File: src/rtl/imem_loader.sv
// Byte-stream program loader: parses a length/words/checksum frame and drives the
// instruction memory write port, holding the core in reset until a good load lands.
module imem_loader #(
  parameter int ADDR_W = 8,
  parameter int DEPTH  = 256
) (
  input  logic              clk,
  input  logic              rst,
  input  logic              start,
  input  logic              byte_valid,
  input  logic [7:0]        byte_data,
  output logic              byte_ready,
  output logic              imem_wr_en,
  output logic [ADDR_W-1:0] imem_wr_addr,
  output logic [15:0]       imem_wr_data,
  output logic              core_hold,
  output logic              load_done,
  output logic              load_err,
  output logic [ADDR_W:0]   words_loaded
);

  typedef enum logic [2:0] {
    S_IDLE, S_LEN_HI, S_LEN_LO, S_DATA_HI, S_DATA_LO, S_CHECK, S_DONE, S_ERR
  } state_t;

  localparam logic [16:0] DEPTH_L = 17'(DEPTH);

  state_t            r_state, w_next;
  logic [15:0]       r_len;
  logic [7:0]        r_hi, r_csum;
  logic              r_ready, r_wr_en, r_hold, r_done, r_err;
  logic [ADDR_W-1:0] r_wr_addr;
  logic [15:0]       r_wr_data;
  logic [ADDR_W:0]   r_words;
  logic              w_xfer, w_start, w_ready_nx;
  logic [ADDR_W:0]   w_words_inc;
  logic [15:0]       w_len_new;

  assign w_xfer      = byte_valid & r_ready;
  assign w_start     = start & ((r_state == S_IDLE) | (r_state == S_DONE) | (r_state == S_ERR));
  assign w_words_inc = r_words + 1'b1;
  assign w_len_new   = {r_len[15:8], byte_data};

  always_comb begin
    w_next = r_state;
    case (r_state)
      S_IDLE, S_DONE, S_ERR: if (start) w_next = S_LEN_HI;
      S_LEN_HI:  if (w_xfer) w_next = S_LEN_LO;
      S_LEN_LO:
        if (w_xfer) begin
          if ({1'b0, w_len_new} > DEPTH_L) w_next = S_ERR;
          else if (w_len_new == 16'd0)     w_next = S_CHECK;
          else                             w_next = S_DATA_HI;
        end
      S_DATA_HI: if (w_xfer) w_next = S_DATA_LO;
      S_DATA_LO:
        if (w_xfer) w_next = (16'(w_words_inc) == r_len) ? S_CHECK : S_DATA_HI;
      S_CHECK:
        if (w_xfer) w_next = (byte_data == r_csum) ? S_DONE : S_ERR;
      default:   w_next = S_IDLE;
    endcase
  end

  // byte_ready is registered: it reflects the state the FSM is about to enter
  assign w_ready_nx = (w_next == S_LEN_HI) | (w_next == S_LEN_LO) | (w_next == S_DATA_HI) |
                      (w_next == S_DATA_LO) | (w_next == S_CHECK);

  always_ff @(posedge clk or negedge rst) begin
    if (!rst) begin
      r_state   <= S_IDLE;
      r_ready   <= 1'b0;
      r_wr_en   <= 1'b0;
      r_wr_addr <= '0;
      r_wr_data <= '0;
      r_hold    <= 1'b1;
      r_done    <= 1'b0;
      r_err     <= 1'b0;
      r_words   <= '0;
      r_csum    <= '0;
      r_len     <= '0;
      r_hi      <= '0;
    end else begin
      r_state <= w_next;
      r_ready <= w_ready_nx;
      r_wr_en <= 1'b0;
      if (w_start) begin
        r_done  <= 1'b0;
        r_err   <= 1'b0;
        r_words <= '0;
        r_csum  <= '0;
        r_hold  <= 1'b1;
      end
      // checksum byte itself is excluded from the running XOR
      if (w_xfer && r_state != S_CHECK) r_csum <= r_csum ^ byte_data;
      if (w_xfer) begin
        case (r_state)
          S_LEN_HI:  r_len[15:8] <= byte_data;
          S_LEN_LO:  r_len[7:0]  <= byte_data;
          S_DATA_HI: r_hi        <= byte_data;
          S_DATA_LO: begin
            r_wr_en   <= 1'b1;
            r_wr_addr <= r_words[ADDR_W-1:0];
            r_wr_data <= {r_hi, byte_data};
            r_words   <= w_words_inc;
          end
          default: ;
        endcase
      end
      if (w_next == S_DONE && r_state != S_DONE) begin
        r_done <= 1'b1;
        r_hold <= 1'b0;
      end
      if (w_next == S_ERR && r_state != S_ERR) r_err <= 1'b1;
    end
  end

  assign byte_ready   = r_ready;
  assign imem_wr_en   = r_wr_en;
  assign imem_wr_addr = r_wr_addr;
  assign imem_wr_data = r_wr_data;
  assign core_hold    = r_hold;
  assign load_done    = r_done;
  assign load_err     = r_err;
  assign words_loaded = r_words;

endmodule
File: config.mk
export PLATFORM = sky130hd
export DESIGN_NAME = imem_loader
export DESIGN_NICKNAME = d
export VERILOG_FILES = /design/src/rtl/imem_loader.sv
export SDC_FILE = /design/constraint.sdc
export NUM_CORES = 1
export LEC_CHECK = 0
export ABC_AREA = 0
export BUFFER_PORTS_ARGS = -buffer_cell sky130_fd_sc_hd__buf_2
export CORE_MARGIN = 10
export CORE_UTILIZATION = 57
export CTS_BUF_LIST = sky130_fd_sc_hd__clkbuf_16
export DETAILED_ROUTE_END_ITERATION = 8
export PLACE_DENSITY = 0.8
export SLEW_MARGIN = 20
export SYNTH_ARGS = -nofsm -noshare
export SYNTH_HDL_FRONTEND = slang
export SYNTH_SLANG_ARGS = --single-unit
File: constraint.sdc
create_clock -name clk -period 2.82 [get_ports clk]
set_input_delay 0.564 -clock clk [delete_from_list [all_inputs] [get_ports clk]]
set_output_delay 0.564 -clock clk [all_outputs]
set_load 0.02 [all_outputs]
==> results of run 1 <==
[worst max-delay path: cells and delay by family, from the launching register on]
family / cells / cell delay [ps]
and+or+nand+nor: 3 / 800
AOI/OAI and AO/OA: 4 / 1080
DFF: 1 / 550
[logic make-up (layout without fill, tap and decap cells)]
logic type / Yosys count / after routing / synth area share
AND/OR/NAND/NOR: 161 / 161 / 0.211
flip-flops: 73 / 73 / 0.527
AO/OA/AOI/OAI: 59 / 59 / 0.106
multiplexers: 24 / 24 / 0.0779
buffers and inverters: 21 / 78 / 0.0238
XOR/XNOR: 20 / 20 / 0.0505
adder cells (fa/ha/maj): 1 / 1 / 0.00361
[worst min-delay path by stage]
| stage | cells after the start | to |
|---|---|---|
| final | 1 | words_loaded[1] |
| after global routing | 1 | imem_wr_en |
| after CTS | 1 | words_loaded[1] |
| after detailed placement | 2 | imem_wr_data[14] |
| after global placement | 2 | imem_wr_data[11] |
| after floorplan | 0 | byte_ready |
[through the flow]
stage          setup slack (ps)  utilization  power [W]  cells  area (um^2)
3_3_place_gp                391        0.645    0.00325    475         3820
4_1_cts                     277        0.695    0.00446    491         4120
6_report                    281        0.695    0.00444    491         4120
5_1_grt                    61.0        0.695    0.00471    491         4120
3_5_place_dp                281        0.645    0.00332    475         3820
2_1_floorplan               431            -    0.00283    359         3470
[power groups by stage]
stage / clock network [W] / logic [W] / registers [W]
final: 0.00113 / 0.00153 / 0.00179
after global routing: 0.00119 / 0.00168 / 0.00184
after CTS: 0.00114 / 0.00154 / 0.00178
after detailed placement: 0 / 0.00153 / 0.00179
after global placement: 0 / 0.00148 / 0.00177
after floorplan: 0 / 0.000965 / 0.00187
[layer usage]
metal  track usage  share of wire
met3        0.0402          0.057
met4        0.0906          0.022
met2         0.268           0.47
met5             0              0
met1         0.221           0.45
[sequential cells by signal, indices dropped and copies added, names as in the netlist, 3 cells and up]
signal and flops:
imem_wr_addr 8, imem_wr_data 16, r_csum 8, r_hi 8
r_len 16, r_state 3, words_loaded 9
[cell usage in the layout, fill, tap and decap left out, types with 11 or more instances in the layout]
cell     count
o21ai_0     34
nand3_1     11
nand2_1    103
dfrtp_1     72
mux2_2      24
buf_2       49
xor2_1      11
[area by class of cell]
class | instances | area (um^2) | share of cell area
Tap cell | 75 | 93.8 | 0.0228
Clock buffer | 9 | 225 | 0.0547
Multi-Input combinational cell | 265 | 1560 | 0.379
Inverter | 4 | 15.0 | 0.00365
Clock inverter | 7 | 68.8 | 0.0167
Timing Repair Buffer | 58 | 325 | 0.0791
Sequential cell | 73 | 1830 | 0.444
==> impl_metrics.tcl, run 1 <==
set metrics [dict create \
    status "finished, final reports clean" \
    crit_path_end "load_done" \
    synthMostInstantiatedCell "nand2_1" \
    final-max-slew-violation-count 0 \
    tritoncts "yes" \
    p_leak_nw 1.97 \
    p_comb_frac 0.344 \
    coreArea_mm2 0.00592 \
    worstMarginPinSlew_ps 761 \
    finalSetupViolations 0 \
    postRouteWirelength_um 8270 \
    die_w_um 98.0 \
    holdWs_ps 222 \
    peakVddDrop_mv 0.704 \
    switching_share 0.370 \
    crit_required_ps 3040 \
    ys.flop_type "dfrtp_1" \
    synth_edf_count 0 \
    drc 0 \
    tns_ps 0 \
    num_rows 28 \
    ys_ff_latch 73 \
    fin_crit_sh 0.900 \
    fillers 456 \
    ys_top_cells_by_area "dfrtp_1, nand2_1, mux2_2" \
    maxSlewHeadroom 0.489 \
    drt_iter0_drc 221 \
    clockRootBuffer "clkbuf_16" \
    cts_sinks 73 \
    clkTransAtPathRegs_ps 60 \
    reg2reg_slack_ps 280 \
    final_nets 424 \
    grt_pass1_wl_um 13700 \
    cts_resized 0 \
    routedWlPerCell_um 16.8 \
    r2r_start "words_loaded[2]" \
    slowest_stage "dfrtp_1" \
    min_period_ps 2540 \
    crit_path_start "words_loaded[2]" \
    n_antenna_cell 0 \
    syn_avg_cell_area_um2 9.66 \
    grt_pass1_vias 2726 \
    drtAntennaViolNets 0 \
    pwr-share-clk 0.254 \
    yosys.area.top_type "dfrtp_1" \
    clk_latency_ps 330 \
    drtPass1Iterations 5 \
    end_kind "flop" \
    hpwl_um 5740 \
    die-area_mm2 0.00961 \
    routabilityCongestion 0.893 \
    die_height_um 98.0 \
    area_growth_syn_to_layout_pct 18.6 \
    max_stage_delay_ps 550 \
    numCtsBuffers 9 \
    hold_violations 0 \
    fmax_ghz 0.394 \
    yosysWarnings 0 \
    cts_hold_buf 0 \
    grtUsageTotal 0.173 \
    vias 2798 \
    numPortBuffers 49 \
    crit_path_start_kind "flop" \
    async_flop_share 1.00 \
    power.net_switching_w 0.00164 \
    hp-class "primary input to asynchronous set/reset pin" \
    synth_common_cells "nand2_1, dfrtp_1, o21ai_0, mux2_2, clkbuf_1" \
    path_cells "nand3_2 -> or3_1 -> a2111oi_2 -> o2111ai_1 -> o31a_1 -> and2_4 -> a22o_1" \
    pwr-share-seq 0.403 \
    critPathMaxFanout 12 \
    cts_max_level 3 \
    syn-cell-area_mm2 0.00347 \
    post_cts_buffers 0 \
    p_per_area_mw_per_mm2 1080 \
    synth_cell_type_count 43 \
    arrival_ps 2760 \
    grt_max_degree 50 \
    power.internal_w 0.00280 \
    synthCells 359 \
    via_per_inst 5.70 \
    syn-num-nets 372 \
    ios 50 \
    crit-reg2reg-capture "load_done" \
    yosysSeqAreaShare 0.527 \
    antenna_found_initial 0 \
    cts_buffer_depth 2 \
    cap_violations 0 \
    clock_skew_ps 5.80 \
    overflow 0 \
    path_class "flop to flop" \
    initial_core_util 0.586 \
    drive_above_1_share 0.252 \
    synth_top_area_frac 0.519 \
    ff2ff_path_depth 7 \
    rsz0062_at_grt "false" \
]
Power figures use the tool's default switching activity.
==> inputs of run 2 (changes only) <==
--- a/config.mk
+++ b/config.mk
@@ -8,10 +8,10 @@
 export ABC_AREA = 0
 export BUFFER_PORTS_ARGS = -buffer_cell sky130_fd_sc_hd__buf_2
 export CORE_MARGIN = 10
-export CORE_UTILIZATION = 57
+export CORE_UTILIZATION = 60
 export CTS_BUF_LIST = sky130_fd_sc_hd__clkbuf_16
 export DETAILED_ROUTE_END_ITERATION = 8
-export PLACE_DENSITY = 0.8
+export PLACE_DENSITY = 0.83
 export SLEW_MARGIN = 20
 export SYNTH_ARGS = -nofsm -noshare
 export SYNTH_HDL_FRONTEND = slang
==> constraint.sdc (replaced) <==
create_clock -name clk -period 3.29 [get_ports clk]
set_input_delay 0.658 -clock clk [delete_from_list [all_inputs] [get_ports clk]]
set_output_delay 0.658 -clock clk [all_outputs]
set_load 0.02 [all_outputs]
==> run 2 against run 1 <==
  * Core utilization grew 4.3 points
  * Non-clock buffer count decreased by 4
  * Largest power group unchanged
  * Critical endpoint unchanged
  * First-iteration DRC count rose by 30%
  * Clock-buffer cell count stayed put
  * Final cell count down 1.6%
  * Sequential power fell by 14%
==> impl_metrics.tcl, run 2 (synthesis results as in run 1) <==
set metrics [dict create \
    tritoncts "yes" \
    n_antenna_cell 0 \
    drive_above_1_share 0.246 \
    rsz0062_at_grt "false" \
    crit_required_ps 3510 \
    arrival_ps 2790 \
    cts_buffer_depth 2 \
    path_buf_inv 0 \
    hpwl_um 5540 \
    drtPass1Iterations 4 \
    hp-class "primary input to asynchronous set/reset pin" \
    hold_violations 0 \
    vias 2786 \
    grt_pass1_wl_um 13400 \
    tns_ps 0 \
    peakVddDrop_mv 0.582 \
    cts_resized 0 \
    num_rows 27 \
    die_height_um 96.0 \
    drc 0 \
    via_per_inst 5.77 \
    grt_pass1_vias 2723 \
    slowest_stage "dfrtp_1" \
    cap_violations 0 \
    final_util 0.738 \
    clock_skew_ps 5.14 \
    path_class "flop to flop" \
    die-area_mm2 0.00922 \
    status "finished, final reports clean" \
    path_cells "nand3_2 -> or3_1 -> a2111oi_2 -> o2111ai_1 -> o31a_1 -> and2_4 -> a22o_1" \
    cts_sinks 73 \
    drt_iter0_drc 288 \
    critPathMaxFanout 12 \
    clkTransAtPathRegs_ps 60 \
    overflow 0 \
    p_per_area_mw_per_mm2 959 \
    min_period_ps 2570 \
    area_growth_syn_to_layout_pct 18.6 \
    numCtsBuffers 9 \
    max_stage_delay_ps 570 \
    layout_commonest_cell "nand2_1" \
    p_leak_nw 1.97 \
    cts_hold_buf 0 \
    final-max-slew-violation-count 0 \
    clk_latency_ps 330 \
    cts_max_level 3 \
    post_cts_buffers 0 \
    finalSetupViolations 0 \
    grtUsageTotal 0.188 \
    crit_family "compound AO/OA/AOI/OAI gates" \
    die_w_um 96.0 \
    grt_max_degree 42 \
    coreArea_mm2 0.00557 \
    worstMarginPinSlew_ps 910 \
    layout_common_cells "nand2_1, dfrtp_1, buf_2" \
    routabilityCongestion 0.888 \
    maxSlewHeadroom 0.392 \
    fmax_ghz 0.389 \
    routedWlPerCell_um 17.0 \
    postRouteWirelength_um 8200 \
    end_kind "flop" \
    crit_path_start_kind "flop" \
    clockRootBuffer "clkbuf_16" \
    fin_crit_sh 0.780 \
    numPortBuffers 49 \
    final_nets 420 \
    ios 50 \
    drtAntennaViolNets 0 \
    antenna_found_initial 0 \
    initial_core_util 0.622 \
]
-- run 2: cell types whose count changed in the layout (fill, tap and decap cells not counted) --
cell and delta:
buf_4 -3, bufinv_16 +2, clkinv_2 -2, clkinv_4 +2, buf_12 -1, clkinv_1 -1
clkinvlp_4 -1, inv_6 -1
-- run 2: stage by stage --
stage | hold slack (ps) | power, W | setup WS [ps] | std cells | area, um^2
6_report | 330 | 0.00395 | 723 | 483 | 4120
5_1_grt | 375 | 0.00419 | 562 | 483 | 4120
4_1_cts | 344 | 0.00397 | 717 | 483 | 4120
3_5_place_dp | 453 | 0.00282 | 674 | 468 | 3770
3_3_place_gp | 448 | 0.00276 | 780 | 468 | 3770
2_1_floorplan | 362 | 0.00243 | 884 | 359 | 3470
-- run 2: layout make-up --
cell class	count	area, um^2
Fill cell	424	1460
Multi-Input combinational cell	265	1560
Sequential cell	73	1830
Clock buffer	9	225
Timing Repair Buffer	54	283
Inverter	4	15.0
Clock inverter	6	116
Tap cell	72	90.1
-- run 2: worst reg2reg max path, stage by stage (launching register included) --
cell and delay [ps]:
dfrtp_1 570, nand3_2 240, or3_1 410, a2111oi_2 360, o2111ai_1 190, o31a_1 350, and2_4 180, a22o_1 170
-- run 2: path summary, 6_finish.rpt --
check / start / endpoint / slack, ps / depth (start not counted)
hold reg to reg: r_hi[1] / imem_wr_data[9] / 460 / 2
max in group asynchronous: rst / core_hold / 2170 / 2
setup reg to reg: words_loaded[2] / load_done / 720 / 7
setup / recovery: words_loaded[2] / load_done / 720 / 7
hold / removal: rst / imem_wr_data[14] / 330 / 1
min in group clk: r_hi[1] / imem_wr_data[9] / 460 / 2
-- run 2: layer usage --
layer,global-route usage,share of wire,vias up
li1,-,-,1332
met2,0.300,0.47,93
met1,0.231,0.44,1334
met3,0.0405,0.062,27
met5,0,0,-
met4,0.109,0.030,0
-- run 2: power breakdown --
part	internal [W]	total (W)	switching [W]
clock	0.000741	0.00111	0.000374
combinational	0.000556	0.00130	0.000742
sequential	0.00125	0.00154	0.000290
==> inputs of run 3 (changes only) <==
--- a/config.mk
+++ b/config.mk
@@ -5,13 +5,13 @@
 export SDC_FILE = /design/constraint.sdc
 export NUM_CORES = 1
 export LEC_CHECK = 0
-export ABC_AREA = 0
+export ABC_AREA = 1
 export BUFFER_PORTS_ARGS = -buffer_cell sky130_fd_sc_hd__buf_2
 export CORE_MARGIN = 10
-export CORE_UTILIZATION = 60
+export CORE_UTILIZATION = 57
 export CTS_BUF_LIST = sky130_fd_sc_hd__clkbuf_16
 export DETAILED_ROUTE_END_ITERATION = 8
-export PLACE_DENSITY = 0.83
+export PLACE_DENSITY = 0.79
 export SLEW_MARGIN = 20
 export SYNTH_ARGS = -nofsm -noshare
 export SYNTH_HDL_FRONTEND = slang
==> constraint.sdc (replaced) <==
create_clock -name clk -period 2.6 [get_ports clk]
set_input_delay 0.52 -clock clk [delete_from_list [all_inputs] [get_ports clk]]
set_output_delay 0.52 -clock clk [all_outputs]
set_load 0.02 [all_outputs]
==> run 3 against run 2 <==
  * Sequential power grew 19%
  * Non-clock buffer count up 1
  * Via count grew 11%
  * Critical path depth up 9
  * Critical path type unchanged
  * Critical endpoint is now byte_ready
==> impl_metrics.tcl, run 3 <==
set metrics [dict create \
    status "finished, final reports clean" \
    ios 50 \
    grtUsageTotal 0.179 \
    ys.flop_type "dfrtp_1" \
    min_period_ps 2080 \
    slowest_stage "dfrtp_1" \
    p_leak_nw 2.16 \
    synth_edf_count 0 \
    ys_ff_latch 73 \
    synthMostInstantiatedCell "nand2_1" \
    met1Wirelength_um 3810 \
    hpwl_um 6230 \
    routabilityCongestion 0.885 \
    syn-num-nets 447 \
    clockRootBuffer "clkbuf_16" \
    numPortBuffers 49 \
    finalSetupViolations 0 \
    drive_above_1_share 0.207 \
    via_per_inst 5.45 \
    num_rows 28 \
    routed.top_layer "met4" \
    synthCells 434 \
    hp-class "primary input to asynchronous set/reset pin" \
    die_height_um 99.1 \
    yosysSeqAreaShare 0.512 \
    ys_top_cells_by_area "dfrtp_1, nand2_1, o21ai_0" \
    drc 0 \
    wl_met3_um 806 \
    fmax_ghz 0.480 \
    drtAntennaViolNets 0 \
    crit_family "simple AND/OR/NAND/NOR gates" \
    die-area_mm2 0.00982 \
    drtPass1Iterations 5 \
    synth_common_cells "nand2_1, dfrtp_1, o21ai_0, nand3_1, inv_1" \
    n_antenna_cell 0 \
    max_stage_delay_ps 440 \
    crit_path_start_kind "flop" \
    yosys.area.top_type "dfrtp_1" \
    dr_wl_met2_um 3880 \
    regArea_mm2 0.00183 \
    synth_top_area_frac 0.505 \
    tritoncts "yes" \
    rsz0062_at_grt "false" \
    final_nets 501 \
    post_cts_buffers 0 \
    final-max-slew-violation-count 0 \
    clock_skew_ps 5.06 \
    tns_ps 0 \
    postRouteWirelength_um 8640 \
    fillers 455 \
    syn-cell-area_mm2 0.00357 \
    peakVddDrop_mv 0.794 \
    hold_violations 0 \
    worstMarginPinSlew_ps 612 \
    coreArea_mm2 0.00599 \
    maxSlewHeadroom 0.592 \
    drt_iter0_drc 247 \
    cts_resized 0 \
    final_util 0.711 \
    grt_max_degree 50 \
    async_flop_share 1.00 \
    clkTransAtPathRegs_ps 60 \
    multiInputGateArea_mm2 0.00151 \
    initial_core_util 0.595 \
    syn_avg_cell_area_um2 8.22 \
    vias 3094 \
    arrival_ps 2310 \
    path_class "flop to flop" \
    p_per_area_mw_per_mm2 1170 \
    end_kind "flop" \
    layout_common_cells "nand2_1, dfrtp_1, o21ai_0, buf_2, nand3_1" \
    routedWlPerCell_um 15.2 \
    numCtsBuffers 9 \
    grt_pass1_wl_um 14400 \
    clk_latency_ps 330 \
    antenna_found_initial 0 \
    cts_buffer_depth 2 \
    critPathMaxFanout 7 \
    cts_max_level 3 \
    synth_cell_type_count 28 \
    cap_violations 0 \
    crit_required_ps 2830 \
    cts_sinks 73 \
    path_buf_inv 2 \
    cts_hold_buf 0 \
    fin_crit_sh 0.801 \
    path_cells "ha_1 -> inv_1 -> nand2_1 -> nand3_1 -> nor2_1 -> nand3_1 -> nor2_1 -> nand2_1 -> nor2_1 -> nand3_1 -> nand2_2 -> nand2_2 -> nor2_4 -> nand3_1 -> nand2_1 -> inv_1" \
    yosysWarnings 0 \
    die_w_um 99.1 \
    holdWs_ps 198 \
    layout_commonest_cell "nand2_1" \
    overflow 0 \
    power_w 0.00500 \
    grt_pass1_vias 3019 \
    crit_path_frequent_cell "nand3_1" \
    area_growth_syn_to_layout_pct 19.4 \
]
run 3: cells by family after synthesis:
group	Yosys count	share of synthesized area
adders and majority gates	1	0.00351
DFF	73	0.512
xor gates and xnor gates	9	0.0221
and+or+nand+nor	227	0.302
buffers and inverters	60	0.0638
AOI/OAI and AO/OA	64	0.0965
run 3: final cells by class:
cell class                 count  area share
clock buffer                   9      0.0529
inverter                      48      0.0423
tap                           75      0.0220
sequential                    73       0.429
clock inverter                 7      0.0273
timing repair buffer          55      0.0711
multi-input combinational    301       0.355
run 3: layer usage:
layer / global-route usage / vias up
met5: 0 / -
met4: 0.0584 / 0
met3: 0.0706 / 15
met2: 0.269 / 120
met1: 0.230 / 1444
li1: - / 1515
run 3: stage by stage:
stage               cells  setup WS [ps]  cell area [um^2]
CTS                   568            535              4260
finish                568            519              4260
detailed placement    552            447              3920
global placement      552            470              3920
floorplan             434            679              3570
global route          568            275              4260
run 3: path summary, 6_finish.rpt:
check,start,to,slack (ps),cells past startpoint
setup / recovery,words_loaded[0],byte_ready,520,16
hold / removal,rst,imem_wr_addr[7],200,1
setup reg to reg,words_loaded[0],byte_ready,520,16
hold reg to reg,imem_wr_data[10],imem_wr_data[10],460,2
max in group asynchronous,rst,r_len[12],1740,2
min in group clk,imem_wr_data[10],imem_wr_data[10],460,2
run 3: power by group:
part	leakage (nW)	total [W]	internal, W	switching [W]
Combinational	1.05	0.00175	0.000590	0.00116
Sequential	0.939	0.00184	0.00157	0.000270
Clock	0.168	0.00141	0.000938	0.000472
Total	2.16	0.00500	0.00310	0.00190
run 3: worst reg2reg max path: cells and delay by family, from the launching register on:
kind | cells | cell delay [ps]
simple gates | 13 | 1110
flops | 1 | 440
buf+inv | 2 | 110
fa+ha+maj | 1 | 340
